`src/rtl/cpu_run_ctrl.sv`:
```
// ---------------------------------------------------------------------------
// cpu_run_ctrl
//
// Run controller for the pipelined MIPS core. It sequences the core reset
// pulse, counts executed cycles and register write-backs, and ends a run on
// either a halt (PC unchanged for STALL_LIMIT consecutive cycles) or a
// timeout (MAX_CYCLES cycles spent in RUN). After a run ends, a new start
// clears the status and begins another run.
//
// Ports:
//   clk        system clock; all state changes on the rising edge
//   reset      synchronous, active-low reset (0 = reset)
//   start      begin a run (pulse or level; sampled in IDLE and DONE only)
//   pc         current fetch PC from the core
//   wb_en      core register-file write enable for a retiring instruction
//   cpu_reset  active-high reset to the core (high outside RUN)
//   running    high while in RUN
//   done       high while in DONE
//   halted     run ended by PC stall
//   timeout    run ended by cycle budget
//   cycle_cnt  completed RUN cycles (saturating)
//   wb_cnt     write-backs counted in RUN (saturating)
// ---------------------------------------------------------------------------
module cpu_run_ctrl #(
  parameter int RESET_CYCLES = 5,
  parameter int MAX_CYCLES   = 20000,
  parameter int STALL_LIMIT  = 16,
  parameter int CNT_W        = 32
) (
  input  logic             clk,
  input  logic             reset,
  input  logic             start,
  input  logic [31:0]      pc,
  input  logic             wb_en,
  output logic             cpu_reset,
  output logic             running,
  output logic             done,
  output logic             halted,
  output logic             timeout,
  output logic [CNT_W-1:0] cycle_cnt,
  output logic [CNT_W-1:0] wb_cnt
);

  localparam int STALL_W = $clog2(STALL_LIMIT + 1);

  localparam logic [CNT_W-1:0]   CNT_ONE     = CNT_W'(1);
  localparam logic [CNT_W-1:0]   CNT_MAX     = CNT_W'(MAX_CYCLES);
  localparam logic [STALL_W-1:0] STALL_ONE   = STALL_W'(1);
  localparam logic [STALL_W-1:0] STALL_LIM   = STALL_W'(STALL_LIMIT);
  localparam logic [7:0]         RST_CYCLES  = 8'(RESET_CYCLES);

  typedef enum logic [1:0] {
    S_IDLE,
    S_RESET,
    S_RUN,
    S_DONE
  } state_t;

  state_t             state;
  logic [7:0]         rst_cnt;
  logic [STALL_W-1:0] stall_cnt;
  logic [31:0]        last_pc;
  logic               pc_valid;

  // Values the RUN state would commit this cycle.
  logic [CNT_W-1:0]   cycle_nxt;
  logic [CNT_W-1:0]   wb_nxt;
  logic [STALL_W-1:0] stall_nxt;
  logic               hit_halt;
  logic               hit_timeout;

  always_comb begin
    // NOTE: every signal gets a value before any condition so no latch is
    // inferred when a branch does not assign it.
    cycle_nxt   = cycle_cnt;
    wb_nxt      = wb_cnt;
    stall_nxt   = '0;
    hit_halt    = 1'b0;
    hit_timeout = 1'b0;

    // Counters saturate at all-ones instead of wrapping.
    if (!(&cycle_cnt)) cycle_nxt = cycle_cnt + CNT_ONE;
    if (wb_en && !(&wb_cnt)) wb_nxt = wb_cnt + CNT_ONE;

    // The first RUN cycle has no previous PC, so it can never be a stall.
    // The run ends as soon as the stall count reaches the limit, so it
    // cannot grow past STALL_LIMIT.
    if (pc_valid && (pc == last_pc)) stall_nxt = stall_cnt + STALL_ONE;

    hit_halt    = (stall_nxt == STALL_LIM);
    hit_timeout = (cycle_nxt == CNT_MAX);
  end

  always_ff @(posedge clk) begin
    // NOTE: sequential state uses non-blocking assignments so every register
    // sees the pre-edge values of the others, independent of statement order.
    if (!reset) begin
      state     <= S_IDLE;
      rst_cnt   <= '0;
      stall_cnt <= '0;
      last_pc   <= '0;
      pc_valid  <= 1'b0;
      cpu_reset <= 1'b1;
      running   <= 1'b0;
      done      <= 1'b0;
      halted    <= 1'b0;
      timeout   <= 1'b0;
      cycle_cnt <= '0;
      wb_cnt    <= '0;
    end else begin
      case (state)
        S_IDLE: begin
          cpu_reset <= 1'b1;
          if (start) begin
            state   <= S_RESET;
            rst_cnt <= RST_CYCLES;
          end
        end

        // rst_cnt was loaded on entry; the last RESET cycle is the one that
        // sees a count of one, giving exactly RESET_CYCLES cycles here.
        S_RESET: begin
          if (rst_cnt <= 8'd1) begin
            state     <= S_RUN;
            cpu_reset <= 1'b0;
            running   <= 1'b1;
          end else begin
            rst_cnt <= rst_cnt - 8'd1;
          end
        end

        S_RUN: begin
          cycle_cnt <= cycle_nxt;
          wb_cnt    <= wb_nxt;
          stall_cnt <= stall_nxt;
          last_pc   <= pc;
          pc_valid  <= 1'b1;
          if (hit_halt || hit_timeout) begin
            state     <= S_DONE;
            running   <= 1'b0;
            done      <= 1'b1;
            cpu_reset <= 1'b1;
            // A halt in the same cycle as the budget running out wins.
            halted    <= hit_halt;
            timeout   <= hit_timeout && !hit_halt;
          end
        end

        S_DONE: begin
          if (start) begin
            state     <= S_RESET;
            rst_cnt   <= RST_CYCLES;
            done      <= 1'b0;
            halted    <= 1'b0;
            timeout   <= 1'b0;
            cycle_cnt <= '0;
            wb_cnt    <= '0;
            stall_cnt <= '0;
            pc_valid  <= 1'b0;
          end
        end

        default: state <= S_IDLE;
      endcase
    end
  end

endmodule
```
`config.mk`:
```
export PLATFORM = sky130hd
export DESIGN_NAME = cpu_run_ctrl
export DESIGN_NICKNAME = d
export VERILOG_FILES = /design/src/rtl/cpu_run_ctrl.sv
export SDC_FILE = /design/constraint.sdc
export NUM_CORES = 1
export LEC_CHECK = 0
export CORE_MARGIN = 4
export CORE_UTILIZATION = 49
export DETAILED_ROUTE_END_ITERATION = 10
export PLACE_DENSITY = 0.77
export SYNTH_ARGS = -nofsm -noshare
export SYNTH_HDL_FRONTEND = slang
export SYNTH_SLANG_ARGS = --single-unit
```
`constraint.sdc`:
```
create_clock -name clk -period 2.6 [get_ports clk]
set_input_delay 0.52 -clock clk [delete_from_list [all_inputs] [get_ports clk]]
set_output_delay 0.52 -clock clk [all_outputs]
set_load 0.1 [all_outputs]
```
# --- After elaboration in Yosys (flattened, before gate mapping) ---
# Index checks and enable logic that the tools add are counted.
word_totals:
  register_bits: 117
  latch_bits: 0
  ramBits: 0
  romBits: 0
  output_inout_bits: 69
  mem_count: 0
op_classes:
  n_addsub: 4
  n_mul: 0
  div: 0
  magnitude_cmp: 1
  eq_ne: 12
  shift: 0
  mux: 28
  bitwise_logic: 0
  reduce_logical: 21
ops:
  columns: ["op", "count"]
  rows:
  - ["$pmux W32 S2", 2]
  - ["$mux W32", 3]
  - ["$add A32 B1 Y32 const B", 2]
  - ["$reduce_and A32 Y1", 2]
  - ["$eq A32 B15 Y1 const B", 1]
  - ["$eq A32 B32 Y1", 1]
  - ["$reduce_and A3 Y1", 6]
  - ["$mux W8", 2]
  - ["$pmux W8 S2", 1]
  - ["$mux W5", 2]
  - ["$ne A2 B2 Y1 const B", 5]
  - ["$pmux W1 S2", 5]
  - ["$pmux W5 S2", 1]
  - ["$le A8 B1 Y1 const B", 1]
  - ["$sub A8 B1 Y8 const B", 1]
  - ["$mux W1", 7]
  - ["$mux W2", 3]
  - ["$pmux W2 S3", 1]
  - ["$reduce_bool A2 Y1", 3]
  - ["$add A5 B1 Y5 const B", 1]
  - ["$eq A5 B5 Y1 const B", 1]
  - ["$eq A2 B2 Y1 const B", 2]
  - ["$logic_and A1 B1 Y1", 3]
  - ["$pmux W1 S3", 1]
  - ["other kinds (8)", 9]

# --- Logic depth before layout (Yosys ltp) ---
logic_depth:
  depth_word: 8
  depth_mapped: 13

# --- Worst setup path before layout ---
# OpenSTA, ideal clock, no wires.
synth_path:
  path_type: "register to register"
  start: "register cycle_cnt[0]"
  end: "register state[0]"
  setup_ns: 0.122
  arrival_ns: 3.401
  t_required_ns: 2.478
  setup_slack_ns: -0.923
  stages_incl_launch_ff: 10
  path_buffers: 0
  path_cell_list: "dfxtp_1 ha_1 nand3_2 nor4_4 and4_1 xnor2_1 o2111ai_1 nor4_4 a21oi_4 o311a_1"
synth_between:
  elab_chain_len: 6
  elab_cells_between_ends: 7
  cone_classes: "1 x add/sub; 2 x eq/ne; 1 x mux; 3 x reduce/logical"
synth_rtl:
  columns: ["item", "line_no", "text"]
  rows:
  - ["start, declared", "40", "output logic [CNT_W-1:0] cycle_cnt,"]
  - ["start signal, assigned", "133", "cycle_cnt <= cycle_nxt;"]
  - ["$add A32 B1 Y32 or $reduce_and A32 Y1 (tied branches)", "82", "if (!(&cycle_cnt)) cycle_nxt = cycle_cnt + CNT_ONE;"]
  - ["$mux W32 (*)", "82", null]
  - ["$eq A32 B15 Y1 (*)", "91", "hit_timeout = (cycle_nxt == CNT_MAX);"]
  - ["$logic_or A1 B1 Y1 (*)", "138", "if (hit_halt || hit_timeout) begin"]
  - ["$ne A2 B2 Y1 (no source line) (*)", null, null]
  - ["$reduce_and A3 Y1 (no source line) (*)", null, null]
  - ["end signal, assigned", "98", "state <= S_IDLE;"]
  - ["end signal, assigned", "139", "state <= S_DONE;"]
  - ["end signal, assigned", "151", "state <= S_RESET;"]
  - ["end, declared", "59", "state_t state;"]
# Every way passes the cells marked *; elsewhere a longest branch is shown, timed or not.
# A chain may end at the register's enable or synchronous reset.

# --- Final worst setup path ---
# Ends and elaborated chain as after synthesis.

==> summary.md <==
| Metric | Value |
|---|---|
| Commonest non-fill, non-tap cell in the layout | `buf_4` |
| Syn. warnings | `0` |
| Total placed cells including tap cells | `1114` |
| GRT overflow | `0` |
| Fmax | `383 MHz` |
| Fin Clk Skew | `0.00805 ns` |
| H-tree Lvls | `4` |
| CTS sink cnt | `117` |
| Number of global-route vias before repair | `6645` |
| Syn Nets | `839` |
| Fraction of layout cells with a size suffix above 1 | `0.304` |
| Gpl congestion | `0.938` |
| Dominant synthesized flop cell | `dfxtp_1` |
| Avg Cell Area, Syn | `8.11 sq um` |
| Reg2reg start | `cycle_cnt[0]` |
| Area delta synth->final | `40.7%` |
| Starting density of the core | `0.506` |
| Slew @ Worst Pin | `1.18 ns` |
| CTS tree | `yes` |
| Area share of the largest cell type after synthesis | `0.364` |
| Die outline area | `15000 sq um` |
| Count of final hold-check violations | `0` |
| Root Buffer | `clkbuf_16` |
| Fin cells | `1158` |
| Outcome | `finished with violations` |
| Pwr dens | `690 nW/um^2` |
| Skew-Pair Late Insertion Delay | `0.42 ns` |
| Core area | `12700 sq um` |
| CTS buffer count | `17` |
| Hold WC Path Type | `reg -> reg` |
| Cell count after synthesis | `794` |
| Routed via count | `6738` |
| RR Endpoint | `state[0]` |
| Peak VDD IR | `543 uV` |
| All-Layer GR Usage | `0.267` |
| Reg clk slew, reported paths | `0.05 ns` |
| Leading area contributor after synthesis | `dfxtp_1` |
| Critical path's top delay family | `simple AND/OR/NAND/NOR gates` |
| IO Pins | `105` |
| CTS hold repair buffers | `0` |
| Most frequent CP cell | `buf_6` |
| Yosys cell types | `64` |
| Die H | `123 um` |
| Slew Viols, Final | `0` |
| Critical Path Start Type | `flip-flop` |
| Fillers | `999` |
| Max incr delay on CP | `0.36 ns` |
| Worst hold endpoint | `cycle_cnt[11]` |
| Synthesized area | `6440 sq um` |
| MaxCap Viol Count | `0` |
| DRT iter0 DRCs | `633` |
| Leak | `3.53 nW` |
| Worst Path Buf+Inv | `3` |
| Layout net count | `1018` |
| FF-to-FF setup slack | `-0.01 ns` |
| Post-synthesis sequential area ratio | `0.364` |
| Initial antenna violation count | `0` |
| Detail Placement HPWL | `13.9 mm` |
| Vias/cell | `5.82` |
| First-pass GRT wire length | `32.0 mm` |
| CP required | `2.90 ns` |
| Crit path cell chain | `ha_4, and3_4, buf_6, nand4_4, buf_6, nor2_4, and3_1, o2111ai_2, nor4_4, buf_4, a21oi_4, o311a_1` |
| Final setup viols | `2` |
| Commonest non-fill, non-tap cells in the layout | `buf_4, nor2_1, nand2_1` |
| Routed Antenna Nets | `0` |
| Post-synth EDFFs | `0` |
| Hold path depth | `1` |
| Post-detailed-route wirelength per cell | `17.2 um` |
| Die Wd | `123 um` |
| Worst reg-to-reg path cell count | `12` |
| Ys async rst share | `0` |
| Slowest cell on crit path | `dfxtp_4` |
| # diodes | `0` |
| Synth area leaders | `dfxtp_1, nor2_1, mux2i_1` |
| Critical path fanouts, max | `5` |
| Row count | `41` |
| Max-slew headroom | `0.216` |
| DRC violations left | `0` |
| Startpoint of the lowest-slack hold path | `cycle_cnt[11]` |
| Port Buf Inserts | `104` |
| Pwr Total | `6.25 mW` |
| Critical path type | `reg -> reg` |
| Largest net degree at the start of global routing | `35` |
| Fin crit share | `1.00` |
| Violated checks | `setup timing` |
| Worst EP arrival | `2.92 ns` |
| Worst-case clock buffer depth | `2` |
| Number of synthesized register bits | `117` |
| Final period demand of the worst path | `2.61 ns` |
| Total Routed Length | `20.0 mm` |
| First drt pass iteration count | `5` |
| CP endpoint kind | `flip-flop` |
| Worst Slack Setup Final | `-0.0117 ns` |
| RSZ-0062 raised after global routing | `yes` |
## worst reg2reg max path, cell delays in order, from the launching register on
cell	delay, ns
dfxtp_4	0.36
ha_4	0.13
and3_4	0.19
buf_6	0.12
nand4_4	0.18
buf_6	0.20
nor2_4	0.12
and3_1	0.17
o2111ai_2	0.15
nor4_4	0.29
buf_4	0.19
a21oi_4	0.09
o311a_1	0.31
## sequential cells by signal, summed over array words and instances, names as in the netlist, 2 cells and up
signal,count
cycle_cnt,32
last_pc,32
rst_cnt,8
stall_cnt,5
state,2
wb_cnt,32
## worst max path at each step
stage / from / endpoint / slack, ns / depth (start not counted)
2_1_floorplan: cycle_cnt[5] / state[0] / -0.15 / 9
3_3_place_gp: pc[12] / state[0] / -0.24 / 9
3_5_place_dp: pc[12] / cpu_reset / -0.32 / 10
4_1_cts: cycle_cnt[0] / state[1] / 0.003 / 13
5_1_grt: cycle_cnt[0] / timeout / -0.13 / 12
6_report: cycle_cnt[0] / state[0] / -0.01 / 12
## kinds of logic after synthesis
group / synth area share
flops: 0.364
buf+inv: 0.0373
xor+xnor: 0.0979
fa+ha+maj: 0.0175
mux: 0.0544
simple gates: 0.291
compound gates: 0.138
## area by class of cell
class                           instances  area, sq um  share of cell area
Clock buffer                           19          443              0.0489
Inverter                               15         56.3             0.00621
Sequential cell                       117         2460               0.271
Multi-Input combinational cell        621         4120               0.455
Clock inverter                         13          133              0.0146
Tap cell                              172          215              0.0238
Timing Repair Buffer                  201         1630               0.180
## metal layers
layer,GRT usage,part of all wire,vias up
met3,0.0622,0.067,49
met2,0.449,0.49,265
met5,0,0,-
met4,0.113,0.022,0
met1,0.329,0.42,3215
li1,-,-,3209
## power breakdown
| part | internal [mW] | switching [mW] | leakage (nW) |
|---|---|---|---|
| sequential | 1.96 | 0.157 | 0.981 |
| clock | 1.43 | 0.859 | 0.287 |
| combinational | 0.690 | 1.15 | 2.26 |
## cell usage after synthesis (all sizes together), types with 3 or more instances
cell	instances
dfxtp	117
nor2	115
nand2	72
a21oi	46
o21ai	39
xnor2	37
mux2i	35
xor2	35
nand3	32
nand4	28
clkbuf	24
nor3	21
buf	18
and4	17
or3	17
inv	15
nor4	14
and3	10
ha	9
and2	8
a311oi	7
a31oi	7
nand2b	6
a211oi	5
o211ai	5
a21o	4
nand3b	4
nand4b	4
nor2b	4
o2111ai	4
a22oi	3
o31ai	3
or4	3
## stage by stage
stage                     setup WS (ns)  utilization  TNS, ns  hold slack [ns]  area [sq um]
final                           -0.0117        0.712  -0.0225            0.489          9060
after global routing             -0.131        0.712   -0.740            0.504          9060
after CTS                       0.00347        0.698        0            0.486          8880
after detailed placement         -0.316        0.641    -2.42            0.478          8160
after global placement           -0.237        0.641    -1.80            0.467          8160
after floorplan                  -0.151            -   -0.769            0.476          6600
## repair_timing
item | in CTS | in global routing
setup endpoints to repair | 7 | 8
setup buffers | 6 | 5
pin swaps | 7 | 12
resized for setup | 21 | 25
cloned | 1 | 0
Note: power is estimated with default switching activity, not from simulation.
